**src/rtl/plb_cache_responder_pkg.sv**
```systemverilog
// Shared types for the PLB cache responder.
//   plb_tag_t         SPA page number used as the PLB tag
//   mpt_access_e      access type carried with each lookup
//   plb_lookup_req_t  lookup address {tag, access_type}
//   plb_entry_t       installed entry {tag, r, w, x}
//   perm_allows()     selects the permission bit that matches an access type
package plb_cache_responder_pkg;

  localparam int unsigned PLB_TAG_WIDTH       = 22;
  localparam int unsigned PLB_ENTRIES_DEFAULT = 8;

  typedef logic [PLB_TAG_WIDTH-1:0] plb_tag_t;

  typedef enum logic [1:0] {
    ACCESS_READ  = 2'd0,
    ACCESS_WRITE = 2'd1,
    ACCESS_EXEC  = 2'd2
  } mpt_access_e;

  typedef struct packed {
    plb_tag_t    tag;
    mpt_access_e access_type;
  } plb_lookup_req_t;

  typedef struct packed {
    plb_tag_t tag;
    logic     r;
    logic     w;
    logic     x;
  } plb_entry_t;

  function automatic logic perm_allows(input plb_entry_t e, input mpt_access_e a);
    logic ok;
    case (a)
      ACCESS_READ:  ok = e.r;
      ACCESS_WRITE: ok = e.w;
      ACCESS_EXEC:  ok = e.x;
      default:      ok = 1'b0;
    endcase
    return ok;
  endfunction

endpackage

```
**src/rtl/plb_cache_responder_if.sv**
```systemverilog
// PLB cache memory port (request/grant, single-beat response).
//   req/gnt   : a request is accepted in the cycle where req && gnt.
//   valid     : one-cycle response pulse, exactly one per accepted request,
//               never back-pressured by the master.
//   addr      : plb_lookup_req_t {tag, access_type}
//   rdata     : bit0 = hit, error flags a rejected (write) request.
//   wdata/be  : carried for port compatibility only.
// Modports: master = lookup stage of the walker, slave = the PLB responder.
interface plb_cache_responder_if
  import plb_cache_responder_pkg::*;
#(
  parameter int unsigned ADDR_WIDTH = $bits(plb_lookup_req_t),
  parameter int unsigned DATA_WIDTH = 1
);
  localparam int unsigned BE_WIDTH = (DATA_WIDTH / 8 > 0) ? DATA_WIDTH / 8 : 1;

  logic                  req;
  logic                  gnt;
  logic                  valid;
  logic [ADDR_WIDTH-1:0] addr;
  logic [DATA_WIDTH-1:0] rdata;
  logic [DATA_WIDTH-1:0] wdata;
  logic                  we;
  logic [BE_WIDTH-1:0]   be;
  logic                  error;

  modport master (
    output req, addr, wdata, we, be,
    input  gnt, valid, rdata, error
  );

  modport slave (
    input  req, addr, wdata, we, be,
    output gnt, valid, rdata, error
  );

endinterface

```
**src/rtl/plb_cache_responder_victim_select.sv**
```systemverilog
// plb_victim_select: picks the array slot a refill writes to.
//   valid_i   : per-entry valid bits
//   match_i   : per-entry "valid and tag equals refill tag"
//   ptr_i     : round-robin victim pointer
//   idx_o     : target slot
//   advance_o : high only when the victim pointer slot was used (array full, no match)
// Priority: matching entry, then lowest-index free entry, then the pointer slot.
module plb_victim_select #(
  parameter int unsigned N     = 8,
  parameter int unsigned IDX_W = $clog2(N)
) (
  input  logic [N-1:0]     valid_i,
  input  logic [N-1:0]     match_i,
  input  logic [IDX_W-1:0] ptr_i,
  output logic [IDX_W-1:0] idx_o,
  output logic             advance_o
);

  logic             have_match;
  logic             have_free;
  logic [IDX_W-1:0] match_idx;
  logic [IDX_W-1:0] free_idx;

  always_comb begin
    have_match = 1'b0;
    have_free  = 1'b0;
    match_idx  = '0;
    free_idx   = '0;
    for (int i = 0; i < int'(N); i++) begin
      if (match_i[i] && !have_match) begin
        have_match = 1'b1;
        match_idx  = IDX_W'(i);
      end
      if (!valid_i[i] && !have_free) begin
        have_free = 1'b1;
        free_idx  = IDX_W'(i);
      end
    end

    idx_o     = ptr_i;
    advance_o = 1'b0;
    if (have_match) begin
      idx_o = match_idx;
    end else if (have_free) begin
      idx_o = free_idx;
    end else begin
      advance_o = 1'b1;
    end
  end

endmodule

```
**src/rtl/plb_cache_responder.sv**
```systemverilog
// plb_cache_responder: fully-associative PLB entry array answering lookups
// from the walker's PLB stage with a 1-bit hit, one cycle after grant.
//   clk_i, rst_ni    : clock, asynchronous active-low reset
//   flush_i          : invalidate all entries; blocks grant and refill that cycle
//   plb_cache_mem    : slave side of the PLB cache memory port
//   refill_valid_i   : install refill_entry_i (accepted when refill_ready_o)
//   refill_ready_o   : low during reset and flush
//   refill_entry_i   : {tag, r, w, x}
// Lookups see the array as it was at the start of the cycle; refills and
// flushes in the same cycle only affect later lookups.
module plb_cache_responder
  import plb_cache_responder_pkg::*;
#(
  parameter int unsigned PLB_ENTRIES    = PLB_ENTRIES_DEFAULT,
  parameter int unsigned PLB_ADDR_WIDTH = $bits(plb_lookup_req_t),
  parameter int unsigned PLB_DATA_WIDTH = 1
) (
  input  logic                         clk_i,
  input  logic                         rst_ni,
  input  logic                         flush_i,
  plb_cache_responder_if.slave         plb_cache_mem,
  input  logic                         refill_valid_i,
  output logic                         refill_ready_o,
  input  plb_entry_t                   refill_entry_i
);

  localparam int unsigned IDX_W = $clog2(PLB_ENTRIES);

  plb_entry_t               entry_q [PLB_ENTRIES];
  logic [PLB_ENTRIES-1:0]   valid_q;
  logic [IDX_W-1:0]         victim_ptr_q;

  logic                     rsp_valid_q;
  logic                     rsp_hit_q;
  logic                     rsp_err_q;

  logic [PLB_ADDR_WIDTH-1:0] addr_raw;
  plb_lookup_req_t           lookup;
  logic                      gnt;
  logic                      lookup_hit;
  logic [PLB_ENTRIES-1:0]    refill_match;
  logic                      refill_fire;
  logic [IDX_W-1:0]          target_idx;
  logic                      ptr_advance;
  logic [PLB_DATA_WIDTH-1:0] rdata_d;
  logic                      unused_ok;

  assign addr_raw = plb_cache_mem.addr;
  assign lookup   = plb_lookup_req_t'(addr_raw);

  // wdata/be are part of the port but carry nothing for a read-only cache.
  assign unused_ok = ^{plb_cache_mem.wdata, plb_cache_mem.be};

  assign gnt            = plb_cache_mem.req && !flush_i && rst_ni;
  assign refill_ready_o = rst_ni && !flush_i;
  assign refill_fire    = refill_valid_i && refill_ready_o;

  // Tags are unique in the array, so OR-reducing the per-entry hit is exact.
  always_comb begin
    lookup_hit   = 1'b0;
    refill_match = '0;
    for (int i = 0; i < int'(PLB_ENTRIES); i++) begin
      if (valid_q[i] && entry_q[i].tag == lookup.tag &&
          perm_allows(entry_q[i], lookup.access_type)) begin
        lookup_hit = 1'b1;
      end
      refill_match[i] = valid_q[i] && (entry_q[i].tag == refill_entry_i.tag);
    end
  end

  plb_victim_select #(
    .N     (PLB_ENTRIES),
    .IDX_W (IDX_W)
  ) u_victim_select (
    .valid_i   (valid_q),
    .match_i   (refill_match),
    .ptr_i     (victim_ptr_q),
    .idx_o     (target_idx),
    .advance_o (ptr_advance)
  );

  // Valid bits and pointer carry the architectural reset state.
  always_ff @(posedge clk_i or negedge rst_ni) begin
    if (!rst_ni) begin
      valid_q      <= '0;
      victim_ptr_q <= '0;
    end else if (flush_i) begin
      valid_q      <= '0;
      victim_ptr_q <= '0;
    end else if (refill_fire) begin
      valid_q[target_idx] <= 1'b1;
      if (ptr_advance) begin
        victim_ptr_q <= victim_ptr_q + 1'b1;
      end
    end
  end

  // Entry payload is meaningless while its valid bit is clear, so no reset.
  always_ff @(posedge clk_i) begin
    if (refill_fire) begin
      entry_q[target_idx] <= refill_entry_i;
    end
  end

  // Single response stage; a write request is answered with error and no hit.
  always_ff @(posedge clk_i or negedge rst_ni) begin
    if (!rst_ni) begin
      rsp_valid_q <= 1'b0;
      rsp_hit_q   <= 1'b0;
      rsp_err_q   <= 1'b0;
    end else begin
      rsp_valid_q <= gnt;
      rsp_hit_q   <= gnt && !plb_cache_mem.we && lookup_hit;
      rsp_err_q   <= gnt && plb_cache_mem.we;
    end
  end

  assign rdata_d             = PLB_DATA_WIDTH'(rsp_hit_q);
  assign plb_cache_mem.gnt   = gnt;
  assign plb_cache_mem.valid = rsp_valid_q;
  assign plb_cache_mem.rdata = rdata_d;
  assign plb_cache_mem.error = rsp_err_q;

endmodule

```
**src/flat_wrapper.sv**
```systemverilog
// flat-port wrapper written by rule: the top's interface ports become plain ports
module plb_cache_responder_flat import plb_cache_responder_pkg::*;
#(
  parameter int unsigned PLB_ENTRIES    = PLB_ENTRIES_DEFAULT,
  parameter int unsigned PLB_ADDR_WIDTH = $bits(plb_lookup_req_t),
  parameter int unsigned PLB_DATA_WIDTH = 1
)
  (clk_i, rst_ni, flush_i, refill_valid_i, refill_ready_o, refill_entry_i, plb_cache_mem_req, plb_cache_mem_addr, plb_cache_mem_wdata, plb_cache_mem_we, plb_cache_mem_be, plb_cache_mem_gnt, plb_cache_mem_valid, plb_cache_mem_rdata, plb_cache_mem_error);
  plb_cache_responder_if #(.ADDR_WIDTH(($bits(plb_lookup_req_t))), .DATA_WIDTH((1))) plb_cache_mem_i ();
  input  logic clk_i;
  input  logic rst_ni;
  input  logic flush_i;
  input  logic refill_valid_i;
  output logic refill_ready_o;
  input  plb_entry_t refill_entry_i;
  input wire logic [$bits(plb_cache_mem_i.req)-1:0] plb_cache_mem_req;
  input wire logic [$bits(plb_cache_mem_i.addr)-1:0] plb_cache_mem_addr;
  input wire logic [$bits(plb_cache_mem_i.wdata)-1:0] plb_cache_mem_wdata;
  input wire logic [$bits(plb_cache_mem_i.we)-1:0] plb_cache_mem_we;
  input wire logic [$bits(plb_cache_mem_i.be)-1:0] plb_cache_mem_be;
  output wire logic [$bits(plb_cache_mem_i.gnt)-1:0] plb_cache_mem_gnt;
  output wire logic [$bits(plb_cache_mem_i.valid)-1:0] plb_cache_mem_valid;
  output wire logic [$bits(plb_cache_mem_i.rdata)-1:0] plb_cache_mem_rdata;
  output wire logic [$bits(plb_cache_mem_i.error)-1:0] plb_cache_mem_error;
  assign plb_cache_mem_i.req = plb_cache_mem_req;
  assign plb_cache_mem_i.addr = plb_cache_mem_addr;
  assign plb_cache_mem_i.wdata = plb_cache_mem_wdata;
  assign plb_cache_mem_i.we = plb_cache_mem_we;
  assign plb_cache_mem_i.be = plb_cache_mem_be;
  assign plb_cache_mem_gnt = plb_cache_mem_i.gnt;
  assign plb_cache_mem_valid = plb_cache_mem_i.valid;
  assign plb_cache_mem_rdata = plb_cache_mem_i.rdata;
  assign plb_cache_mem_error = plb_cache_mem_i.error;
  plb_cache_responder #(.PLB_ENTRIES(PLB_ENTRIES), .PLB_ADDR_WIDTH(PLB_ADDR_WIDTH), .PLB_DATA_WIDTH(PLB_DATA_WIDTH)) u_core (.clk_i(clk_i), .rst_ni(rst_ni), .flush_i(flush_i), .plb_cache_mem(plb_cache_mem_i), .refill_valid_i(refill_valid_i), .refill_ready_o(refill_ready_o), .refill_entry_i(refill_entry_i));
endmodule
```
**config.mk**
```make
export PLATFORM = sky130hd
export DESIGN_NAME = plb_cache_responder_flat
export DESIGN_NICKNAME = d
export VERILOG_FILES = /design/src/rtl/plb_cache_responder_pkg.sv /design/src/rtl/plb_cache_responder_if.sv /design/src/rtl/plb_cache_responder_victim_select.sv /design/src/rtl/plb_cache_responder.sv /design/src/flat_wrapper.sv
export SDC_FILE = /design/constraint.sdc
export NUM_CORES = 1
export LEC_CHECK = 0
export CELL_PAD_IN_SITES_DETAIL_PLACEMENT = 1
export CELL_PAD_IN_SITES_GLOBAL_PLACEMENT = 1
export CORE_MARGIN = 10
export CORE_UTILIZATION = 33
export DETAILED_ROUTE_END_ITERATION = 12
export GPL_ROUTABILITY_DRIVEN = 1
export PLACE_DENSITY_LB_ADDON = 0.1
export SLEW_MARGIN = 20
export SYNTH_ARGS = -nofsm -noshare
export SYNTH_HDL_FRONTEND = slang
export SYNTH_HIERARCHICAL = 1
export SYNTH_SLANG_ARGS = --single-unit
```
**constraint.sdc**
```tcl
create_clock -name clk_i -period 5.35 [get_ports clk_i]
set_input_delay 1.605 -clock clk_i [delete_from_list [all_inputs] [get_ports clk_i]]
set_output_delay 1.605 -clock clk_i [all_outputs]
set_load 0.005 [all_outputs]
```
## Word level (Yosys, flattened, before mapping)

Memory sizes are Yosys's and may differ from the RTL's.
Cells that the tools add are included.

| cells by class | value |
|---|---|
| add/subtract/negate cells | 1 |
| multipliers | 0 |
| divide/modulo/power cells | 0 |
| order comparisons | 2 |
| equality and inequality tests | 18 |
| shift-type cells | 0 |
| mux-type cells | 59 |
| bitwise gates (word level) | 1 |
| reductions and logical operators | 72 |

Operator list:

| operator | number |
|---|---|
| 22-bit == test | 16 |
| 3-bit two-way mux | 17 |
| 1-bit logical AND | 46 |
| 1-bit two-way mux | 31 |
| 1-bit one-hot mux with 3 select lines | 8 |
| 1-bit zero test | 22 |
| 8-bit two-way mux | 2 |
| 8-bit bitwise OR | 1 |
| 3-bit by 4-bit less-than comparator with 1-bit output, second input constant | 1 |
| 2-bit nonzero test | 2 |
| 3-bit by 1-bit adder with 3-bit output, second input constant | 1 |
| 1-bit demux with 3-bit select | 1 |
| 3-bit by 1-bit greater-or-equal comparator with 1-bit output, second input constant | 1 |
| 2-bit by 1-bit == test with 1-bit output, second input constant | 1 |
| 2-bit == test, second input constant | 1 |
| 2-bit zero test | 1 |
| 2-bit AND reduction | 1 |

| word-level totals | value |
|---|---|
| register bits after elaboration | 14 |
| bits in latches | 0 |
| memory bits (writable) | 200 |
| ROM bits | 0 |
| input port bits | 57 |
| output and inout bits | 5 |
| memories | 1 |

Memory list:

| name | depth | bits a word | rd ports | clocked after Yosys merged registers in | wr ports | line | RTL |
|---|---|---|---|---|---|---|---|
| u_core.entry_q | 8 | 25 | 8 | 0 | 1 | plb_cache_responder.sv:29 | `plb_entry_t entry_q [PLB_ENTRIES];` |

## Logic depth before layout (Yosys ltp)

Gate-level depths: netlist of run 1.
An unclocked memory read counts as a cell.

| logic depth | value |
|---|---|
| depth after elaboration | 33 |
| depth in mapped cells | 12 |

## By module

The synthesis of run 1 kept the hierarchy.

Modules (own cells, without submodules):

| module | instances | cells an instance | area each (um2) | sequential area each (um2) |
|---|---|---|---|---|
| plb_cache_responder | 1 | 812 | 10970.5 | 6356.1 |
| plb_victim_select | 1 | 29 | 186.4 | 0.0 |

## Least setup slack after synthesis of run 1

No wires, ideal clock.

| timing path | value |
|---|---|
| path kind | input-to-reg |
| start point | input port refill_entry_i[18] (netlist bit) |
| end point | memory u_core/entry_q[0][0] (netlist bit), enable pin |
| library setup time | 0.441 ns |
| data arrival time | 5.094 ns |
| data required time | 4.909 ns |
| path slack | -0.185 ns |
| stages | 10 |
| path buffers | 1 |
| path through | buf_2 -> xor2_1 -> nor4_1 -> nand4_1 -> nor3_1 -> nor3b_1 -> o31ai_1 -> o311ai_0 -> nand3b_1 -> nor3_1 |

RTL lines:

| item | line | RTL |
|---|---|---|
| start, declared | flat_wrapper.sv:15 | `input plb_entry_t refill_entry_i;` |
| 22-bit == test (*) | plb_cache_responder.sv:67 | `refill_match[i] = valid_q[i] && (entry_q[i].tag == refill_entry_i.tag);` |
| 1-bit logical AND (*) | plb_cache_responder.sv:67 |  |
| net u_core.refill_match[2] | plb_cache_responder.sv:41 | `logic [PLB_ENTRIES-1:0] refill_match;` |
| 1-bit logical AND (*) | plb_cache_responder_victim_select.sv:30 | `if (match_i[i] && !have_match) begin` |
| 1-bit two-way mux | plb_cache_responder_victim_select.sv:30 |  |
| 1-bit zero test | plb_cache_responder_victim_select.sv:30 |  |
| 1-bit logical AND | plb_cache_responder_victim_select.sv:30 |  |
| 1-bit two-way mux | plb_cache_responder_victim_select.sv:30 |  |
| [... 6 more ...] | -- |  |
| 1-bit zero test | plb_cache_responder_victim_select.sv:30 |  |
| 1-bit logical AND | plb_cache_responder_victim_select.sv:30 |  |
| 1-bit two-way mux | plb_cache_responder_victim_select.sv:30 |  |
| 1-bit zero test | plb_cache_responder_victim_select.sv:30 |  |
| 1-bit logical AND | plb_cache_responder_victim_select.sv:30 |  |
| 3-bit two-way mux / 1-bit two-way mux (equally long branches) | plb_cache_responder_victim_select.sv:30 |  |
| 3-bit two-way mux (*) | plb_cache_responder_victim_select.sv:42 | `if (have_match) begin` |
| net u_core.target_idx[0] | plb_cache_responder.sv:43 | `logic [IDX_W-1:0] target_idx;` |
| end, declared | plb_cache_responder.sv:29 |  |

Mark *: on every way through the listed nets, which the timed path passes. The rest lies on a longest branch.

## Worst setup path after layout of run 1

| timing path | value |
|---|---|
| start point | input port refill_entry_i[23] (netlist bit) |
| end point | memory u_core/entry_q[4][24] (netlist bit), enable pin |

RTL lines:

| item | line |
|---|---|
| 22-bit == test (*) | plb_cache_responder.sv:67 |
| 1-bit logical AND (*) | plb_cache_responder.sv:67 |
| net u_core.refill_match[4] | plb_cache_responder.sv:41 |
| 1-bit logical AND (*) | plb_cache_responder_victim_select.sv:30 |
| 1-bit two-way mux | plb_cache_responder_victim_select.sv:30 |
| 1-bit zero test | plb_cache_responder_victim_select.sv:30 |
| 1-bit logical AND | plb_cache_responder_victim_select.sv:30 |
| 1-bit two-way mux | plb_cache_responder_victim_select.sv:30 |
| 1-bit zero test | plb_cache_responder_victim_select.sv:30 |
| 1-bit logical AND | plb_cache_responder_victim_select.sv:30 |
| 1-bit two-way mux | plb_cache_responder_victim_select.sv:30 |
| 1-bit zero test | plb_cache_responder_victim_select.sv:30 |
| 1-bit logical AND | plb_cache_responder_victim_select.sv:30 |
| 3-bit two-way mux / 1-bit two-way mux (equally long branches) | plb_cache_responder_victim_select.sv:30 |
| 3-bit two-way mux (*) | plb_cache_responder_victim_select.sv:42 |
| net u_core.target_idx[0] | plb_cache_responder.sv:43 |

Marks and branches as above.

==> flow_summary.toml, run 1 <==
[grt]
antenna_found_initial = 1
grt_pass1_wl_mm = 59.0
gr-total-overflow = 0
gr-usage-all-layers_pct = 19.8
grt_pass1_vias = 7931
grt_start_max_net_pins = 27

[worst_setup_path]
critPathMaxStageDelay_ns = 0.50
critPathKind = "in2reg"
cp-start-kind = "input port"
worst-endpoint-arrival_ns = 5.39
timing.rr.start = "u_core/entry_q[4][23]$_DFFE_PP_"
crit_cells = 15
path_delay_family = "simple AND/OR/NAND/NOR gates"
crit_path_cell_trace = "clkdlybuf4s50_1 -> buf_12 -> xor2_1 -> nor4_1 -> buf_4 -> nand4_1 -> nor3_1 -> buf_4 -> nor3b_1 -> o31ai_1 -> o311ai_0 -> nand3b_1 -> buf_4 -> nor2_4 -> buf_12"
crit_slowest_cell = "nor4_1"
worstPathMaxFanout = 16
startpoint = "refill_entry_i[23]"
worst_setup_path_end_kind = "flop"
critical_path.most_common_cell = "buf_4"
worstPathRequired_ns = 5.60
regToRegSetupSlack_ns = 1.47
path_buf_inv = 6
r2r_cells = 13
reg2reg_to = "u_core/entry_q[4][24]$_DFFE_PP_"

[hold_path]
holdPathEnd = "u_core/victim_ptr_q[2]$_DFFE_PN0P_"
min_from = "u_core/victim_ptr_q[2]$_DFFE_PN0P_"
whs_path_depth = 2
hold_path_class = "reg2reg"

[synthesis]
yosysSeqAreaShare_pct = 57.0
yosys_warnings = 6
synth_seq_cells = 214
synth_async_sr_flop_share_pct = 6.54
synthSimpleGateAreaFrac_pct = 9.91
synth_xor_area_share_pct = 27.9
syn_inst = 841
synth_compound_area_share_pct = 1.03
yosys.area_share.adder_pct = 0.112
synthFlopType = "edfxtp_1"
synthesis.area_mm2 = 0.0112
avgSynthCellArea_um2 = 13.3
syn_nets = 899
synth_cell_types = 38
synth-edff-count = 200
synthMuxAreaShare_pct = 0.807
synth_top_family_by_area = "XOR/XNOR gates"

[placed_design]
gp_congestion = 0.884
portBuffers = 59
dpl.hpwl_mm = 31.2
dpl-instance-area_mm2 = 0.0129
post-place-ws_ns = -0.382

[routing]
drt-initial-drc-count = 552
viasPerCell = 5.19
route.detailed.drc = 0
wire_per_inst_um = 29.2
ant_nets = 0
wl_mm = 41.7
via_count = 7399
firstDrtPassIters = 5

[floorplan]
start_util_pct = 33.4
boundaryPins = 62
dieArea_mm2 = 0.0416
core_mm2 = 0.0334
die_x_um = 204
fp.dieH_um = 204
rows = 67

[cells_and_area]
n_fill_cell = 3461
nets = 1017
synthToLayoutAreaGrowth_pct = 22.7
final_common_cell = "xnor2_1"
diodes = 0
final_cell_area_mm2 = 0.0137
drive_gt1_share_pct = 12.9
layout_common_cells = "xnor2_1 (207), edfxtp_1 (200), xor2_1 (146)"

[sta]
hold_slack_ns = 0.564
maxSlewHeadroom_pct = 35.5
setup_ws_ns = 0.206
finClkSkew_ns = 0.0213
fmax_mhz = 194
tightest_slew_ns = 0.958
slew_violations = 0
setup_violations = 0
finalHoldViolCount = 0
post-route-min-period_ns = 5.14
timing.final.crit_share_pct = 96.1
rsz0062_at_grt = "no"

[clock_network]
path_clk_slew_ns = 0.05
hold_buffers = 0
h-tree-depth = 1
post_cts_buffers = 0
cts_tree = "built"
cts_resized = 0
cts_root_buf = "clkbuf_16"
numClockSinks = 214
cts_buffers = 27
clk_latency_ns = 0.55
cts_buffer_depth = 3

[run_status]
status = "finished, final reports clean"

[pwr]
p_per_area_mw_per_mm2 = 287
ir_worst_vdd_v = 0.000209
p_leak_nw = 4.42

[job]
maxCapViolations = 0
## Yosys cell counts, drive strengths merged (4+ instances only)
| library cell | n | area [um^2] |
|---|---|---|
| dfrtp | 14 | 350 |
| nand3 | 12 | 60.1 |
| xnor2 | 208 | 1830 |
| nand4 | 70 | 438 |
| edfxtp | 200 | 6010 |
| o21ai | 8 | 40.0 |
| nor2 | 28 | 105 |
| mux2i | 9 | 90.1 |
| nand2 | 11 | 41.3 |
| buf | 46 | 357 |
| xor2 | 146 | 1280 |
| nor3 | 19 | 95.1 |
| nor4 | 41 | 257 |
| nand2b | 4 | 25.0 |
## tightest hold or removal path, stage by stage (launching register included)
cell and delay, ns:
dfrtp_1 0.37, xor2_1 0.08, nor2_1 0.08
## kinds of logic after synthesis
family / after synthesis
AOI/OAI and AO/OA: 18
xor gates and xnor gates: 354
adders and majority gates: 1
buffers and inverters: 49
DFF: 214
muxes: 9
and+or+nand+nor: 196
## layer usage
layer,share of wire (%),routed length [um],global-route usage [%],vias to the layer above
met1,43,18000,25.8,3834
met5,0.031,13,0,-
met4,4.2,1770,8.13,2
li1,-,-,-,3247
met2,47,19500,32.2,243
met3,5.7,2370,3.14,73
## state kept, by name (all words and copies together) (netlist names)
| signal | cells |
|---|---|
| u_core/plb_cache_mem.rdata | 1 |
| u_core/entry_q | 200 |
| u_core/plb_cache_mem.valid | 1 |
| u_core/victim_ptr_q | 3 |
| u_core/plb_cache_mem.error | 1 |
| u_core/valid_q | 8 |
## worst max path at each step
stage,to,slack (ns)
3_5_place_dp,u_core/entry_q[4][24]$_DFFE_PP_,-0.38
2_1_floorplan,u_core/entry_q[4][0]$_DFFE_PP_,0.50
6_report,u_core/entry_q[4][24]$_DFFE_PP_,0.21
5_1_grt,u_core/entry_q[4][10]$_DFFE_PP_,0.003
4_1_cts,u_core/entry_q[4][24]$_DFFE_PP_,0.18
3_3_place_gp,u_core/entry_q[4][24]$_DFFE_PP_,-0.34
## report_power, final
part | internal (W) | switching [W]
clock | 0.000969 | 0.000715
combinational | 0.000159 | 0.000237
sequential | 0.00184 | 0.00000660
## final cells by class
| cell class | instances | area, um^2 | share of cell area [%] |
|---|---|---|---|
| Sequential cell | 214 | 6360 | 46.4 |
| Multi-Input combinational cell | 578 | 4500 | 32.9 |
| Timing Repair Buffer | 137 | 1460 | 10.7 |
| Clock buffer | 33 | 698 | 5.10 |
| Tap cell | 448 | 561 | 4.10 |
| Clock inverter | 15 | 103 | 0.750 |
| Inverter | 1 | 3.75 | 0.0274 |
## through the flow
stage,total power [W],instances,setup TNS [ns],utilization [%]
after global placement,0.00227,1378,-37.46,38.5
after floorplan,0.00208,841,0,-
after detailed placement,0.00228,1378,-45.68,38.5
final,0.00392,1426,0,40.9
after CTS,0.00397,1426,0,40.9
after global routing,0.00405,1426,0,40.9
No activity file was read; power rests on OpenSTA's default activity.
==> run 2: changes to the inputs <==
CTS_CLUSTER_DIAMETER = 120   (was unset)
==> results of run 2 <==
Same layout as run 1: the final DEF is identical, and so are final timing and power.
